$ cat config.mk
export PLATFORM = sky130hd
export DESIGN_NAME = pattern_recorder
export DESIGN_NICKNAME = d
export VERILOG_FILES = /design/src/rtl/pattern_rec_pkg.sv /design/src/rtl/pattern_recorder_ram_8d.sv /design/src/rtl/pattern_recorder.sv
export SDC_FILE = /design/constraint.sdc
export NUM_CORES = 1
export LEC_CHECK = 0
export CORE_UTILIZATION = 40
export CTS_BUF_LIST = sky130_fd_sc_hd__clkbuf_4 sky130_fd_sc_hd__clkbuf_8 sky130_fd_sc_hd__clkbuf_16
export CTS_CLUSTER_SIZE = 40
export DETAILED_ROUTE_END_ITERATION = 8
export SETUP_SLACK_MARGIN = 0.2
export SLEW_MARGIN = 25
export SYNTH_ARGS = -nofsm -noshare
export SYNTH_HDL_FRONTEND = slang
export SYNTH_HIERARCHICAL = 1
export SYNTH_SLANG_ARGS = --single-unit
export TNS_END_PERCENT = 1
$ cat constraint.sdc
create_clock -name CLK -period 3.45 [get_ports CLK]
set_input_delay 0.69 -clock CLK [delete_from_list [all_inputs] [get_ports CLK]]
set_output_delay 0.69 -clock CLK [all_outputs]
set_load 0.1 [all_outputs]
$ cat src/rtl/pattern_rec_pkg.sv
// ---------------------------------------------------------------------------
// pattern_rec_pkg
//
// Shared definitions for the LED pattern recorder: the FSM state codes, the
// LED data width, the default address width, and a small helper that tells
// whether a state runs the step divider.
//
// State code 2'd3 is unused. The FSM treats it as illegal and recovers to
// IDLE.
// ---------------------------------------------------------------------------
package pattern_rec_pkg;

    localparam int LED_W     = 8;
    localparam int DEF_ADR_W = 5;

    localparam logic [1:0] ST_IDLE   = 2'd0;
    localparam logic [1:0] ST_RECORD = 2'd1;
    localparam logic [1:0] ST_PLAY   = 2'd2;

    // The divider only runs while stepping through the pattern memory.
    function automatic logic step_active(input logic [1:0] st);
        return (st == ST_RECORD) || (st == ST_PLAY);
    endfunction

endpackage

$ cat src/rtl/pattern_recorder_ram_8d.sv
// ---------------------------------------------------------------------------
// ram_8d
//
// Single-port synchronous RAM, 2**ADR_W words x LED_W bits. The read output
// is registered: q shows mem[addr] from the clock edge after the address is
// presented. On a write cycle, q returns the old contents (read-first).
// The contents have no reset.
//
// Ports
//   clk   in   clock, rising edge
//   we    in   write enable
//   addr  in   word address
//   d     in   write data
//   q     out  registered read data
// ---------------------------------------------------------------------------
module ram_8d
    import pattern_rec_pkg::*;
#(
    parameter int ADR_W = DEF_ADR_W
) (
    input  logic             clk,
    input  logic             we,
    input  logic [ADR_W-1:0] addr,
    input  logic [LED_W-1:0] d,
    output logic [LED_W-1:0] q
);

    logic [LED_W-1:0] mem [2**ADR_W];

    always_ff @(posedge clk) begin
        if (we) begin
            mem[addr] <= d;
        end
        q <= mem[addr];
    end

endmodule

$ cat src/rtl/pattern_recorder.sv
// ---------------------------------------------------------------------------
// pattern_recorder
//
// Records a 2**ADR_W-step LED pattern from the switches into RAM. Recording
// advances one step every DIV_BY clock cycles. After the last step, the block
// plays the pattern back on the LEDs in an endless loop at the same step rate.
//
// Parameters
//   DIV_BY  clock cycles per step (2 or more)
//   ADR_W   address width; the pattern has 2**ADR_W steps
//
// Ports
//   CLK    in   system clock, rising edge
//   RESET  in   asynchronous reset, active low
//   SW     in   switch sample; written to RAM on each record step
//   START  in   one-cycle pulse that starts a new recording
//   LED    out  last recorded sample (RECORD) or played-back sample (PLAY)
//   BUSY   out  high while recording
//   DONE   out  one-cycle pulse after the final sample is written
//   ADR    out  current step address, for debug display
// ---------------------------------------------------------------------------
module pattern_recorder
    import pattern_rec_pkg::*;
#(
    parameter int DIV_BY = 25,
    parameter int ADR_W  = DEF_ADR_W
) (
    input  logic             CLK,
    input  logic             RESET,
    input  logic [LED_W-1:0] SW,
    input  logic             START,
    output logic [LED_W-1:0] LED,
    output logic             BUSY,
    output logic             DONE,
    output logic [ADR_W-1:0] ADR
);

    localparam int               DIV_W    = (DIV_BY > 2) ? $clog2(DIV_BY) : 1;
    localparam logic [DIV_W-1:0] DIV_LAST = DIV_W'(DIV_BY - 1);
    localparam logic [ADR_W-1:0] ADR_LAST = '1;

    logic [1:0]       state;
    logic [DIV_W-1:0] div_cnt;
    logic [ADR_W-1:0] adr;
    logic [LED_W-1:0] led_q;
    logic             done_q;

    logic             tick;
    logic             rec_tick;
    logic             play_tick;
    logic             ram_we;

    // Read-data pipeline: ram_q_p1 holds mem[adr] one cycle after a play tick.
    // vld_p1 marks that this read must reach the LEDs.
    logic [LED_W-1:0] ram_q_p1;
    logic             vld_p1;

    always_comb begin
        tick      = step_active(state) && (div_cnt == DIV_LAST);
        rec_tick  = (state == ST_RECORD) && tick;
        // START in PLAY overrides a coincident tick, so that read is dropped.
        play_tick = (state == ST_PLAY) && tick && !START;
        ram_we    = rec_tick;
    end

    ram_8d #(
        .ADR_W (ADR_W)
    ) u_ram (
        .clk  (CLK),
        .we   (ram_we),
        .addr (adr),
        .d    (SW),
        .q    (ram_q_p1)
    );

    always_ff @(posedge CLK or negedge RESET) begin
        if (!RESET) begin
            state   <= ST_IDLE;
            div_cnt <= '0;
            adr     <= '0;
            led_q   <= '0;
            done_q  <= 1'b0;
            vld_p1  <= 1'b0;
        end else begin
            done_q <= 1'b0;
            vld_p1 <= play_tick;

            case (state)
                ST_IDLE: begin
                    div_cnt <= '0;
                    adr     <= '0;
                    if (START) begin
                        state <= ST_RECORD;
                    end
                end

                // START is ignored while recording.
                ST_RECORD: begin
                    if (tick) begin
                        div_cnt <= '0;
                        led_q   <= SW;
                        if (adr == ADR_LAST) begin
                            adr    <= '0;
                            done_q <= 1'b1;
                            state  <= ST_PLAY;
                        end else begin
                            adr <= adr + ADR_W'(1);
                        end
                    end else begin
                        div_cnt <= div_cnt + DIV_W'(1);
                    end
                end

                ST_PLAY: begin
                    if (START) begin
                        // LEDs keep the last played value until the first
                        // record tick. A read still in flight is dropped.
                        state   <= ST_RECORD;
                        adr     <= '0;
                        div_cnt <= '0;
                    end else begin
                        if (vld_p1) begin
                            led_q <= ram_q_p1;
                        end
                        if (tick) begin
                            div_cnt <= '0;
                            adr     <= adr + ADR_W'(1);
                        end else begin
                            div_cnt <= div_cnt + DIV_W'(1);
                        end
                    end
                end

                default: begin
                    state   <= ST_IDLE;
                    div_cnt <= '0;
                    adr     <= '0;
                end
            endcase
        end
    end

    assign LED  = led_q;
    assign BUSY = (state == ST_RECORD);
    assign DONE = done_q;
    assign ADR  = adr;

endmodule

==> results of run 1 <==
==> state kept, by name, indices dropped and copies added (netlist names) <==
register,flops
LED,8
DONE,1
div_cnt,5
ADR,5
u_ram/mem,256
vld_p1,1
u_ram/q,8
state,2
==> per-layer routing <==
metal / global-route usage (%) / vias to the layer above / part of all wire (%)
met5: 0 / - / 0
met4: 5.64 / 0 / 2.6
met3: 2.89 / 50 / 6.0
met2: 30.3 / 220 / 47
met1: 25.9 / 3217 / 45
li1: - / 2807 / -
==> per-stage QoR <==
stage / hold WS, ns / cells / area (um^2) / power [W] / setup slack, ns
detailed placement: 0.500 / 1083 / 12200 / 0.00477 / 0.498
global route: 0.136 / 1139 / 13300 / 0.00832 / 0.275
finish: 0.110 / 1139 / 13300 / 0.00808 / 0.437
global placement: 0.475 / 1083 / 12200 / 0.00476 / 0.625
CTS: 0.508 / 1139 / 13300 / 0.00815 / 0.484
floorplan: 0.394 / 676 / 11400 / 0.00453 / 0.386
==> logic make-up after synthesis <==
group	synth area share, %
DFF	73.9
adders and majority gates	0.880
xor gates and xnor gates	0.231
and+or+nand+nor	5.66
buffers and inverters	1.82
muxes	12.9
AOI/OAI and AO/OA	4.61
==> worst max-delay path, delay by kind of cell, from the launching register on <==
kind                     cells  cell delay (ns)
buffers and inverters        1             0.08
flip-flops                   1             0.40
adder cells (fa/ha/maj)      1             0.42
AND/OR/NAND/NOR              4             1.74
==> report_power, final <==
part	internal, W	switching (W)	leakage, nW
Combinational	0.000215	0.000611	1.00
Sequential	0.00383	0.0000361	2.65
Clock	0.00211	0.00127	0.514
==> final timing paths <==
kind | start | to | slack (ns) | depth (start not counted)
max | state[0]$_DFFE_PN0P_ | u_ram/mem[8][2]$_DFFE_PP_ | 0.44 | 6
min | RESET | LED[7]$_DFFE_PN0P_ | 0.11 | 1
max reg2reg | state[0]$_DFFE_PN0P_ | u_ram/mem[8][2]$_DFFE_PP_ | 0.44 | 6
min reg2reg | div_cnt[0]$_DFF_PN0_ | div_cnt[0]$_DFF_PN0_ | 0.51 | 1
max in group asynchronous | RESET | ADR[1]$_DFFE_PN0P_ | 2.96 | 1
min in group CLK | div_cnt[0]$_DFF_PN0_ | div_cnt[0]$_DFF_PN0_ | 0.51 | 1
==> synthesized netlist by cell type (2+ instances only) <==
cell type / number
a21o_1: 2
and3_1: 2
buf_1: 2
buf_2: 23
buf_6: 2
clkbuf_1: 8
dfrtp_1: 22
dfxtp_1: 8
edfxtp_1: 256
ha_1: 8
inv_1: 7
mux2_2: 16
mux2i_1: 129
nand2_1: 13
nand3_1: 4
nand3b_1: 4
nand4b_1: 4
nand4bb_1: 5
nor2_1: 37
nor2b_1: 2
nor3_1: 6
nor3b_1: 2
nor4_1: 16
o21ai_0: 4
o21bai_1: 2
o22ai_1: 63
or3b_2: 4
or4b_1: 4
xor2_1: 2
==> final cells by class <==
| cell class | instances | area, um^2 |
|---|---|---|
| fillers | 2319 | 14600 |
| well taps | 378 | 473 |
| inverters | 7 | 26.3 |
| clock buffers | 36 | 813 |
| flip-flops and latches | 286 | 8400 |
| repair buffers | 65 | 556 |
| multi-input cells | 347 | 2770 |
| clock inverters | 20 | 243 |
==> impl_metrics.toml, run 1 <==
[outcome]
status = "finished, final reports clean"

[logic_synthesis]
synth_nets = 695
synth_seq_area_share_pct = 73.9
avgSynthCellArea_um2 = 16.8
yosysWarnings = 6
async_flop_share_pct = 7.69
syn_inst = 676
netlist.area_leader.share_pct = 67.6
synth_cell_types = 48
netlist_area_mm2 = 0.0114
ys.flop_type = "edfxtp_1"
synthTopCellsByArea = "edfxtp_1 (68%), mux2i_1 (11%), dfrtp_1 (4.8%), o22ai_1 (3.5%), mux2_2 (1.6%)"
yosys_register_bits = 286
synth_edf_count = 256
synth_top_area_cell = "edfxtp_1"

[setup_path]
critical-path-max-stage-delay_ns = 0.68
cp-end-kind = "register"
slowest_stage = "or3b_2"
worst-setup-path-type = "register to register"
critPathLaunchType = "register"
worstPathRequired_ns = 3.62
worstPathArrival_ns = 3.18
crit_top_cell = "nor2_1"
crit_chain = "inv_1 -> ha_1 -> nand2_4 -> nor2_1 -> or3b_2 -> nor2_1"
critPathMaxFanout = 8

[job]
cap_violations = 0

[clock_network]
clkTransAtPathRegs_ns = 0.06
cts.repair.resized = 0
numCtsBuffers = 30
cts.path.max_buffers = 3
cts_hold_buf = 0
cts.sinks = 286
cts_tree = "yes"
root_buffer = "clkbuf_16"
insertion_delay_ns = 0.56
htreeDepth = 1
post_cts_buffers = 0

[sta]
maxSlewHeadroom_pct = 33.8
setup_viol = 0
max_slew.worst_pin.slew_ns = 0.993
skew_ns = 0.0238
drv_slew = 0
fmax_mhz = 332
rsz0062_at_grt = "no"
finalHoldViolCount = 0
fin_setup_tns_ns = 0
period_share_pct = 87.3
fin_crit_ns = 3.01

[finish]
nets = 756
area_growth_pct = 16.8
num_antenna_cells = 0
mostFrequentLayoutCells = "edfxtp_1 (256), mux2i_1 (129), o22ai_1 (63)"
drive_above_1_share_pct = 15.8
fin_util_pct = 47.7
layout_commonest_cell = "edfxtp_1"

[route]
wl_um = 26800
drc = 0
num_vias = 6294
drt_iter0_markers = 482
dr.pass1.iters = 6
drtAntennaViolNets = 0
wl_per_cell_um = 23.5
viasPerCell = 5.53

[grt]
grt_pass1_wl_um = 39600
grt_overflow = 0
grt_pass1_vias = 6402
grt_start_max_net_pins = 45
track_usage_pct = 18.7
antenna_found_initial = 1

[die]
floorplan.initialDensity_pct = 40.8
die_area_mm2 = 0.0291
std_cell_rows = 61
core_area_mm2 = 0.0279
ioPinCount = 26
die_x_um = 171
fp.dieH_um = 171

[power_and_ir_drop]
ir_worst_vdd_mv = 0.516
p_leak_nw = 4.17
cellPowerDensity_mw_per_mm2 = 609

[place]
hpwl_um = 17500
numPortBuffers = 25
globalplace.congestion = 0.888

[hold_path]
hold_class = "input port to async pin"
Power figures use the tool's default switching activity.
==> run 2: changes to the inputs <==
--- a/config.mk
+++ b/config.mk
@@ -7,6 +7,7 @@
 export LEC_CHECK = 0
 export CORE_UTILIZATION = 40
 export CTS_BUF_LIST = sky130_fd_sc_hd__clkbuf_4 sky130_fd_sc_hd__clkbuf_8 sky130_fd_sc_hd__clkbuf_16
+export CTS_CLUSTER_DIAMETER = 50
 export CTS_CLUSTER_SIZE = 40
 export DETAILED_ROUTE_END_ITERATION = 8
 export SETUP_SLACK_MARGIN = 0.2
@@ -15,4 +16,3 @@
 export SYNTH_HDL_FRONTEND = slang
 export SYNTH_HIERARCHICAL = 1
 export SYNTH_SLANG_ARGS = --single-unit
-export TNS_END_PERCENT = 1
==> impl_metrics.toml, run 2 (synthesis gave the netlist of run 1 again) <==
[setup_path]
critical-path-max-stage-delay_ns = 0.74
slowest_stage = "nor2_1"
crit_buf_inv = 1
worstPathArrival_ns = 3.17
crit_top_cell = "nor2_1"
worst-setup-path-type = "register to register"
worstPathRequired_ns = 3.60
crit_family = "simple AND/OR/NAND/NOR gates"
cp-end-kind = "register"
critPathMaxFanout = 8
critPathLaunchType = "register"
crit_chain = "inv_1 -> ha_1 -> nand2_4 -> nor2_1 -> nand3b_1 -> nor2_1"

[sta]
fmax_mhz = 331
skew_ns = 0.0105
fin_crit_ns = 3.02
fin_setup_tns_ns = 0
period_share_pct = 87.5
max_slew.worst_pin.slew_ns = 0.992
finalHoldViolCount = 0
setup_viol = 0
maxSlewHeadroom_pct = 33.9
drv_slew = 0
rsz0062_at_grt = "no"

[grt]
grt_start_max_net_pins = 45
grt_overflow = 0
grt_pass1_vias = 6308
grt_pass1_wl_um = 39300
track_usage_pct = 18.6
antenna_found_initial = 1

[finish]
num_antenna_cells = 0
nets = 750
area_growth_pct = 14.6
largest_register_ffs = 256
postLayoutCellArea_mm2 = 0.0130
layout_commonest_cell = "edfxtp_1"
drive_above_1_share_pct = 15.5
mostFrequentLayoutCells = "edfxtp_1 (256), mux2i_1 (129), o22ai_1 (63)"
top_register = "u_ram/mem"

[job]
cap_violations = 0

[die]
core_area_mm2 = 0.0279
ioPinCount = 26
die_x_um = 171
floorplan.initialDensity_pct = 40.8
std_cell_rows = 61
die_area_mm2 = 0.0291
fp.dieH_um = 171

[power_and_ir_drop]
power_switching_w = 0.00190
total_power_w = 0.00747
intPower_w = 0.00557
pwr-share-clk_pct = 37.2
ir_worst_vdd_mv = 0.386
p_leak_nw = 4.05
swShare_pct = 25.5
pwr-share-seq_pct = 51.7
cellPowerDensity_mw_per_mm2 = 573
combPwrFrac_pct = 11.1

[clock_network]
numCtsBuffers = 24
cts.sinks = 286
clkTransAtPathRegs_ns = 0.08
htreeDepth = 1
cts.path.max_buffers = 3
cts_hold_buf = 0
root_buffer = "clkbuf_16"
cts_tree = "yes"
insertion_delay_ns = 0.52
cts.repair.resized = 0
post_cts_buffers = 0

[route]
viasPerCell = 5.50
wl_per_cell_um = 23.6
dr.pass1.iters = 5
num_vias = 6204
drt_iter0_markers = 580
drtAntennaViolNets = 0
wl_um = 26600
drc = 0

[place]
place_area_mm2 = 0.0122
hpwl_um = 17500
numPortBuffers = 25
globalplace.congestion = 0.888

[outcome]
status = "finished, final reports clean"

[hold_path]
hold_class = "input port to async pin"
## run 2: path summary, 6_finish.rpt
kind	start	endpoint	slack (ns)	cells past startpoint
setup / recovery	state[0]$_DFFE_PN0P_	u_ram/mem[5][6]$_DFFE_PP_	0.43	6
hold / removal	RESET	LED[2]$_DFFE_PN0P_	0.13	1
setup reg to reg	state[0]$_DFFE_PN0P_	u_ram/mem[5][6]$_DFFE_PP_	0.43	6
hold reg to reg	div_cnt[0]$_DFF_PN0_	div_cnt[0]$_DFF_PN0_	0.50	1
max in group asynchronous	RESET	ADR[1]$_DFFE_PN0P_	2.94	1
min in group CLK	div_cnt[0]$_DFF_PN0_	div_cnt[0]$_DFF_PN0_	0.50	1
## run 2: layout make-up
type,count,area (um^2)
inverter,7,26.3
clock buffer,27,641
multi-input combinational,347,2770
sequential,286,8400
tap,378,473
clock inverter,17,169
fill,2349,14800
timing repair buffer,65,556
## run 2: power by group through the flow
stage | registers (W) | clock network (W) | logic (W)
3_3_place_gp | 0.00394 | 0 | 0.000819
6_report | 0.00386 | 0.00278 | 0.000827
5_1_grt | 0.00387 | 0.00295 | 0.000867
3_5_place_dp | 0.00394 | 0 | 0.000831
2_1_floorplan | 0.00429 | 0 | 0.000236
4_1_cts | 0.00386 | 0.00283 | 0.000833
## run 2: metrics by stage
stage	worst slack [ns]	hold WS [ns]	utilization, %	cells
6_report	0.432	0.125	46.8	1127
5_1_grt	0.282	0.158	46.8	1127
4_1_cts	0.498	0.509	46.8	1127
3_5_place_dp	0.498	0.500	43.9	1083
3_3_place_gp	0.625	0.475	43.9	1083
2_1_floorplan	0.386	0.394	-	676
## run 2: per-layer routing
metal  vias to the layer above  GRT usage, %  part of all wire [%]
li1                       2790             -                     -
met1                      3140          25.6                    44
met2                       219          30.5                    47
met3                        55          2.71                   5.8
met4                         0          5.05                   2.7
met5                         -             0                     0
==> run 3: changes to the inputs <==
--- a/config.mk
+++ b/config.mk
@@ -5,6 +5,7 @@
 export SDC_FILE = /design/constraint.sdc
 export NUM_CORES = 1
 export LEC_CHECK = 0
+export ABC_AREA = 0
 export CORE_UTILIZATION = 40
 export CTS_BUF_LIST = sky130_fd_sc_hd__clkbuf_4 sky130_fd_sc_hd__clkbuf_8 sky130_fd_sc_hd__clkbuf_16
 export CTS_CLUSTER_DIAMETER = 50
==> results of run 3 <==
Same layout as run 2: the final DEF is identical, and so are final timing and power.
